### config.mk
export PLATFORM = sky130hd
export DESIGN_NAME = ise_ratio_cmp_arbiter
export DESIGN_NICKNAME = d
export VERILOG_FILES = /design/src/rtl/ise_ratio_cmp_arbiter.sv
export SDC_FILE = /design/constraint.sdc
export NUM_CORES = 1
export LEC_CHECK = 0
export BUFFER_PORTS_ARGS = -buffer_cell sky130_fd_sc_hd__clkbuf_2
export CAP_MARGIN = 20
export CORE_ASPECT_RATIO = 0.75
export CORE_MARGIN = 4
export CORE_UTILIZATION = 45
export DETAILED_ROUTE_END_ITERATION = 10
export PLACE_DENSITY_LB_ADDON = 0.3
export SLEW_MARGIN = 20
export SYNTH_ARGS = -nofsm -noshare
export SYNTH_HDL_FRONTEND = slang
export SYNTH_SLANG_ARGS = --single-unit
export TNS_END_PERCENT = 20
### constraint.sdc
create_clock -name clk -period 7.15 [get_ports clk]
set_input_delay 1.43 -clock clk [delete_from_list [all_inputs] [get_ports clk]]
set_output_delay 1.43 -clock clk [all_outputs]
set_load 0.05 [all_outputs]
### src/rtl/ise_ratio_cmp_arbiter.sv
// -----------------------------------------------------------------------------
// ise_ratio_cmp_arbiter
//
// Purpose:
//   Shares one serial ratio comparator among N_REQ requesters of the image
//   sorting engine. Each request presents two (cnt, mag) pairs. The block
//   answers whether the average intensity mag_a/cnt_a is greater than or equal
//   to mag_b/cnt_b. It does this by cross multiplication: two shift-add
//   multipliers form P1 = mag_a*cnt_b and P2 = mag_b*cnt_a, and the products
//   are then compared. A round-robin arbiter decides which requester is served.
//
// Ports:
//   clk       in   clock
//   reset     in   synchronous, active-high reset
//   req       in   [N_REQ]        per-requester request level
//   cnt_a_in  in   [N_REQ*CNT_W]  cnt_a of requester k at [k*CNT_W +: CNT_W]
//   mag_a_in  in   [N_REQ*MAG_W]  mag_a of requester k at [k*MAG_W +: MAG_W]
//   cnt_b_in  in   [N_REQ*CNT_W]  cnt_b, packed like cnt_a_in
//   mag_b_in  in   [N_REQ*MAG_W]  mag_b, packed like mag_a_in
//   gnt       out  [N_REQ]        one-hot, one-cycle pulse: operands captured
//   busy      out                 a compare is in flight
//   done      out                 one-cycle result-valid pulse
//   done_id   out  [ID_W]         requester that owns the result
//   gt        out                 P1 >  P2, held until the next done
//   eq        out                 P1 == P2, held until the next done
//
// Timing:
//   The result appears MAG_W+1 cycles after the capture edge. Back-to-back
//   compares are spaced MAG_W+2 cycles apart.
//
// Optional build macro:
//   ISE_EARLY_EXIT_EN - an identical pair (mag_a==mag_b and cnt_a==cnt_b)
//   skips the multiply phase. Its result (eq=1, gt=0) appears one cycle after
//   capture. Leave the macro undefined to give every compare the full latency.
// -----------------------------------------------------------------------------
module ise_ratio_cmp_arbiter #(
  parameter int N_REQ = 4,
  parameter int CNT_W = 15,
  parameter int MAG_W = 22,
  parameter int ID_W  = 2
) (
  input  logic                     clk,
  input  logic                     reset,
  input  logic [N_REQ-1:0]         req,
  input  logic [N_REQ*CNT_W-1:0]   cnt_a_in,
  input  logic [N_REQ*MAG_W-1:0]   mag_a_in,
  input  logic [N_REQ*CNT_W-1:0]   cnt_b_in,
  input  logic [N_REQ*MAG_W-1:0]   mag_b_in,
  output logic [N_REQ-1:0]         gnt,
  output logic                     busy,
  output logic                     done,
  output logic [ID_W-1:0]          done_id,
  output logic                     gt,
  output logic                     eq
);

  // The product register holds the partial product in its upper CNT_W bits
  // and the not-yet-consumed multiplier bits in its lower MAG_W bits.
  localparam int PROD_W = CNT_W + MAG_W;
  localparam int IT_W   = (MAG_W > 1) ? $clog2(MAG_W) : 1;

  localparam logic [IT_W-1:0] IT_LAST   = IT_W'(MAG_W - 1);
  localparam logic [IT_W-1:0] IT_ONE    = {{(IT_W-1){1'b0}}, 1'b1};
  localparam logic [ID_W-1:0] PTR_RESET = ID_W'(N_REQ - 1);

  typedef enum logic [1:0] {
    ST_IDLE = 2'd0,
    ST_MUL  = 2'd1,
    ST_CMP  = 2'd2
  } state_t;

  state_t                 state_r;
  logic [ID_W-1:0]        ptr_r;
  logic [IT_W-1:0]        it_cnt_r;
  logic [PROD_W-1:0]      p1_r;
  logic [PROD_W-1:0]      p2_r;
  logic [CNT_W-1:0]       mcand1_r;   // cnt_b, multiplicand of P1
  logic [CNT_W-1:0]       mcand2_r;   // cnt_a, multiplicand of P2
  logic [N_REQ-1:0]       gnt_r;
  logic                   busy_r;
  logic                   done_r;
  logic [ID_W-1:0]        done_id_r;
  logic                   gt_r;
  logic                   eq_r;
`ifdef ISE_EARLY_EXIT_EN
  logic                   early_r;
`endif

  logic                   win_valid_s;
  logic [ID_W-1:0]        win_idx_s;
  logic [N_REQ-1:0]       win_gnt_s;
  logic [CNT_W-1:0]       sel_cnt_a_s;
  logic [MAG_W-1:0]       sel_mag_a_s;
  logic [CNT_W-1:0]       sel_cnt_b_s;
  logic [MAG_W-1:0]       sel_mag_b_s;
  logic [PROD_W-1:0]      p1_next_s;
  logic [PROD_W-1:0]      p2_next_s;

  // One shift-add step. When the next multiplier bit (LSB) is set, the
  // multiplicand is added into the upper field. The CNT_W+1-bit sum keeps the
  // carry, and that carry drops back into the top bit on the right shift.
  function automatic logic [PROD_W-1:0] mul_step(
    input logic [PROD_W-1:0] prod,
    input logic [CNT_W-1:0]  mcand
  );
    logic [CNT_W:0] sum;
    if (prod[0]) begin
      sum = {1'b0, prod[PROD_W-1:MAG_W]} + {1'b0, mcand};
    end else begin
      sum = {1'b0, prod[PROD_W-1:MAG_W]};
    end
    return {sum, prod[MAG_W-1:1]};
  endfunction

  // Round-robin winner search and operand selection. Each requester is ranked
  // by its distance past the pointer, so ptr+1 has the highest priority. Only
  // constant indices are used, so the selection unrolls into plain muxes.
  always_comb begin : win_search
    int best_d;
    int d;
    win_valid_s = 1'b0;
    win_idx_s   = '0;
    win_gnt_s   = '0;
    sel_cnt_a_s = '0;
    sel_mag_a_s = '0;
    sel_cnt_b_s = '0;
    sel_mag_b_s = '0;
    best_d      = N_REQ;
    d           = 32'sd0;
    for (int k = 0; k < N_REQ; k++) begin
      d = k - int'(ptr_r) - 32'sd1;
      d = (d < 32'sd0) ? (d + N_REQ) : d;
      if (req[k] && (d < best_d)) begin
        best_d       = d;
        win_valid_s  = 1'b1;
        win_idx_s    = ID_W'(k);
        win_gnt_s    = '0;
        win_gnt_s[k] = 1'b1;
        sel_cnt_a_s  = cnt_a_in[k*CNT_W +: CNT_W];
        sel_mag_a_s  = mag_a_in[k*MAG_W +: MAG_W];
        sel_cnt_b_s  = cnt_b_in[k*CNT_W +: CNT_W];
        sel_mag_b_s  = mag_b_in[k*MAG_W +: MAG_W];
      end else begin
        best_d = best_d;
      end
    end
  end

  // Next value of both multipliers; the two run in lockstep.
  assign p1_next_s = mul_step(p1_r, mcand1_r);
  assign p2_next_s = mul_step(p2_r, mcand2_r);

  // Control FSM, multiplier datapath and registered result outputs.
  always_ff @(posedge clk) begin
    if (reset) begin
      state_r   <= ST_IDLE;
      ptr_r     <= PTR_RESET;
      it_cnt_r  <= '0;
      p1_r      <= '0;
      p2_r      <= '0;
      mcand1_r  <= '0;
      mcand2_r  <= '0;
      gnt_r     <= '0;
      busy_r    <= 1'b0;
      done_r    <= 1'b0;
      done_id_r <= '0;
      gt_r      <= 1'b0;
      eq_r      <= 1'b0;
`ifdef ISE_EARLY_EXIT_EN
      early_r   <= 1'b0;
`endif
    end else begin
      // gnt and done are single-cycle pulses.
      gnt_r  <= '0;
      done_r <= 1'b0;
      case (state_r)
        ST_IDLE: begin
          if (win_valid_s) begin
            ptr_r    <= win_idx_s;
            gnt_r    <= win_gnt_s;
            it_cnt_r <= '0;
            busy_r   <= 1'b1;
            // Each magnitude is loaded as the multiplier in the low bits and is
            // consumed one bit per cycle. The count acts as the multiplicand.
            p1_r     <= {{CNT_W{1'b0}}, sel_mag_a_s};
            mcand1_r <= sel_cnt_b_s;
            p2_r     <= {{CNT_W{1'b0}}, sel_mag_b_s};
            mcand2_r <= sel_cnt_a_s;
`ifdef ISE_EARLY_EXIT_EN
            if ((sel_mag_a_s == sel_mag_b_s) && (sel_cnt_a_s == sel_cnt_b_s)) begin
              early_r <= 1'b1;
              state_r <= ST_CMP;
            end else begin
              early_r <= 1'b0;
              state_r <= ST_MUL;
            end
`else
            state_r  <= ST_MUL;
`endif
          end else begin
            state_r <= ST_IDLE;
          end
        end

        ST_MUL: begin
          p1_r <= p1_next_s;
          p2_r <= p2_next_s;
          if (it_cnt_r == IT_LAST) begin
            state_r <= ST_CMP;
          end else begin
            it_cnt_r <= it_cnt_r + IT_ONE;
          end
        end

        ST_CMP: begin
`ifdef ISE_EARLY_EXIT_EN
          gt_r <= early_r ? 1'b0 : (p1_r > p2_r);
          eq_r <= early_r ? 1'b1 : (p1_r == p2_r);
`else
          gt_r <= (p1_r > p2_r);
          eq_r <= (p1_r == p2_r);
`endif
          done_r    <= 1'b1;
          done_id_r <= ptr_r;
          busy_r    <= 1'b0;
          state_r   <= ST_IDLE;
        end

        default: begin
          busy_r  <= 1'b0;
          state_r <= ST_IDLE;
        end
      endcase
    end
  end

  assign gnt     = gnt_r;
  assign busy    = busy_r;
  assign done    = done_r;
  assign done_id = done_id_r;
  assign gt      = gt_r;
  assign eq      = eq_r;

endmodule

==> qor.txt <==
CTS Root Cell - clkbuf_16
Ys Warns - 0
design area - 11,300 um2
CP dominant cell by count - o21ai_0
Setup-failing EPs final - 0
Max stage delay on crit path - 0.64 ns
total negative slack - 0 ns
TritonCTS clock tree - done
Layout area overhead - 26.3%
nets@finish - 1,829
share of layout cells above drive strength 1 - 25.4%
min cycle time layout - 5.45 ns
DRT iter0 DRCs - 769
postcts setup bufs - 0
HPWL Detailed - 22.6 mm
first-pass GRT wire length - 45.9 mm
maximum VDD drop - 277 uV
level count of the clock H-tree - 4
Post-CTS Resized - 0
post-route ant nets - 0
# DRC - 0
total track usage - 25.8%
DRT Pass-1 Iters - 6
commonest non-fill, non-tap cells in the layout - 311 x clkbuf_2, 154 x a21oi_1, 137 x nor2_1
crit-path max FO - 46
LEAKAGE - 4.99 nW
FP Rows - 44
Non-Filler Instances - 1,715
largest net degree at the start of global routing - 99
Async SR Flop Fraction - 0%
Synth top area share - 27.6%
Buffers on Ports - 311
FMAX - 183 MHz
Worst path slowest cell - o21ai_4
worst path cell trace - clkbuf_2 > inv_1 > o32a_1 > ha_1 > o21ai_0 > o2111a_2 > nor2_1 > o21ai_0 > ha_1 > or4b_4 > a221oi_2 > o21ai_4 > buf_4 > a2bb2oi_1 > o21ai_0
register area share after synthesis - 27.6%
Arr. time, crit path - 5.73 ns
slew margin rel. - 35.7%
Via-to-Cell Ratio - 5.78
cell count after placement - 1,682
hold_buf cts - 0
crit path kind - in2reg
core area - 19,400 um2
vias in the first global route - 8,911
num ports - 312
final setup margin - 1.70 ns
Slew Viols, Final - 0
final wirelength - 29.6 mm
Syn Inst Count - 1,188
EDFF count, synth - 0
max-cap viol count - 0
Placement Setup Slack - 1.26 ns
unrepaired setup endpoints after global routing - false
synth unique cells - 64
#FFs+latches synth - 123
synthesized area - 8920 um2
Die W - 171 um
Worst path top cell family by delay - compound AO/OA/AOI/OAI gates
initial antenna violation count - 1
Die Y - 130 um
Clock Pin Slew Worst Setup and Hold Paths - 0.06 ns
Area after DPL - 10,600 um2
remaining global-route overflow - 0
gpl congestion - 0.903
Period Utilization, post-route - 76.2%
Fill cells - 1,868
PwrDens - 357 nW/um2
Worst Skew - 0.00598 ns
Worst-Skew Late Latency - 0.43 ns
DR WL/cell - 17.3 um
Req. time, crit path - 7.42 ns
vias post-DR - 9,912
worst min-delay path class - reg2reg
Final Util - 58.0%
CP endpoint kind - flop
CTS Buf Count - 17
clk buf depth - 2
Area contributors post-synth - dfxtp_1 28%, ha_1 11%, a22oi_1 11%
clk sink count - 123
outcome - completed
Slew @ Worst Pin - 0.940 ns
ys flop type - dfxtp_1
total die area - 22,200 um2
Synth Area per Inst - 7.51 um2
Startpoint Class - input port
Final Hold Viols - 0
commonest non-fill, non-tap cell in the layout - clkbuf_2
Synth area leader - dfxtp_1
Starting Density - 45.9%
Worst Path Buf+Inv - 3
-- per-stage QoR --
step	total power [W]	hold WS, ns
finish	0.00402	0.493
CTS	0.00403	0.489
global route	0.00435	0.510
detailed placement	0.00307	0.481
floorplan	0.00255	0.452
global placement	0.00301	0.467
-- routing by layer --
metal / up-vias / share of wire (%) / wire, um / global-route usage, %
li1: 4924 / - / - / -
met1: 4554 / 45 / 13400 / 35.5
met2: 387 / 45 / 13200 / 40.5
met3: 47 / 8.1 / 2390 / 5.75
met4: 0 / 2.0 / 597 / 7.98
met5: - / 0 / 0 / 0
-- worst min-delay path, cell delays in order, from the launching register on --
cell and delay, ns:
dfxtp_1 0.33, a22oi_1 0.06, o21ai_1 0.06
-- final timing paths --
kind	cells past startpoint	from	slack [ns]	endpoint
worst max register to register	16	ptr_r[0]	1.73	p2_r[10]
worst min-delay path	2	mcand2_r[12]	0.49	mcand2_r[12]
worst max-delay path	15	req[0]	1.70	p2_r[10]
worst min register to register	2	mcand2_r[12]	0.49	mcand2_r[12]
-- logic make-up after synthesis --
kind of cell	Yosys count	share of synthesized area [%]
AOI/OAI and AO/OA	512	36.3
and+or+nand+nor	292	14.7
buffers and inverters	145	6.41
DFF	123	27.6
adders and majority gates	79	11.2
xor gates and xnor gates	22	2.16
muxes	14	1.57
other	1	0.0420
-- registers in the layout (all words and copies together) (netlist names) --
signal / cells
p1_r: 37
p2_r: 37
mcand1_r: 15
mcand2_r: 15
it_cnt_r: 5
gnt: 4
done_id: 2
ptr_r: 2
state_r: 2
busy: 1
done: 1
eq: 1
gt: 1
-- layout make-up --
type / instances / area [um2] / share of cell area [%]
inverter: 59 / 221 / 1.97
sequential: 123 / 2460 / 21.9
multi-input combinational: 921 / 5950 / 52.8
clock buffer: 20 / 447 / 3.96
timing repair buffer: 326 / 1670 / 14.8
tap: 253 / 317 / 2.81
clock inverter: 12 / 195 / 1.73
antenna: 1 / 2.50 / 0.0222
-- cell usage after synthesis, drive strengths merged (3+ instances only) --
master and instances:
a22oi 128, dfxtp 123, nor3b 3, nand3 30
a21oi 155, or3 4, o21ai 117, and3 4
a32oi 6, o31ai 7, nor4 3, o21a 7
a211oi 11, nor2 138, nor2b 6, a31oi 8
a221oi 4, or2 4, nor3 17, o211ai 5
nand2 56, nand4 6, inv 59, xnor2 10
xor2 12, a2bb2oi 23, ha 77, o22ai 5
nand2b 12, a21o 11, buf 19, o21bai 3
mux2i 14, clkbuf 67
-- power by group --
part | switching (W) | total, W | internal (W)
registers | 0.000135 | 0.000971 | 0.000836
clock network | 0.000327 | 0.000952 | 0.000625
logic | 0.00128 | 0.00209 | 0.000815
total | 0.00174 | 0.00402 | 0.00228
No activity file was read; power rests on OpenSTA's default activity.
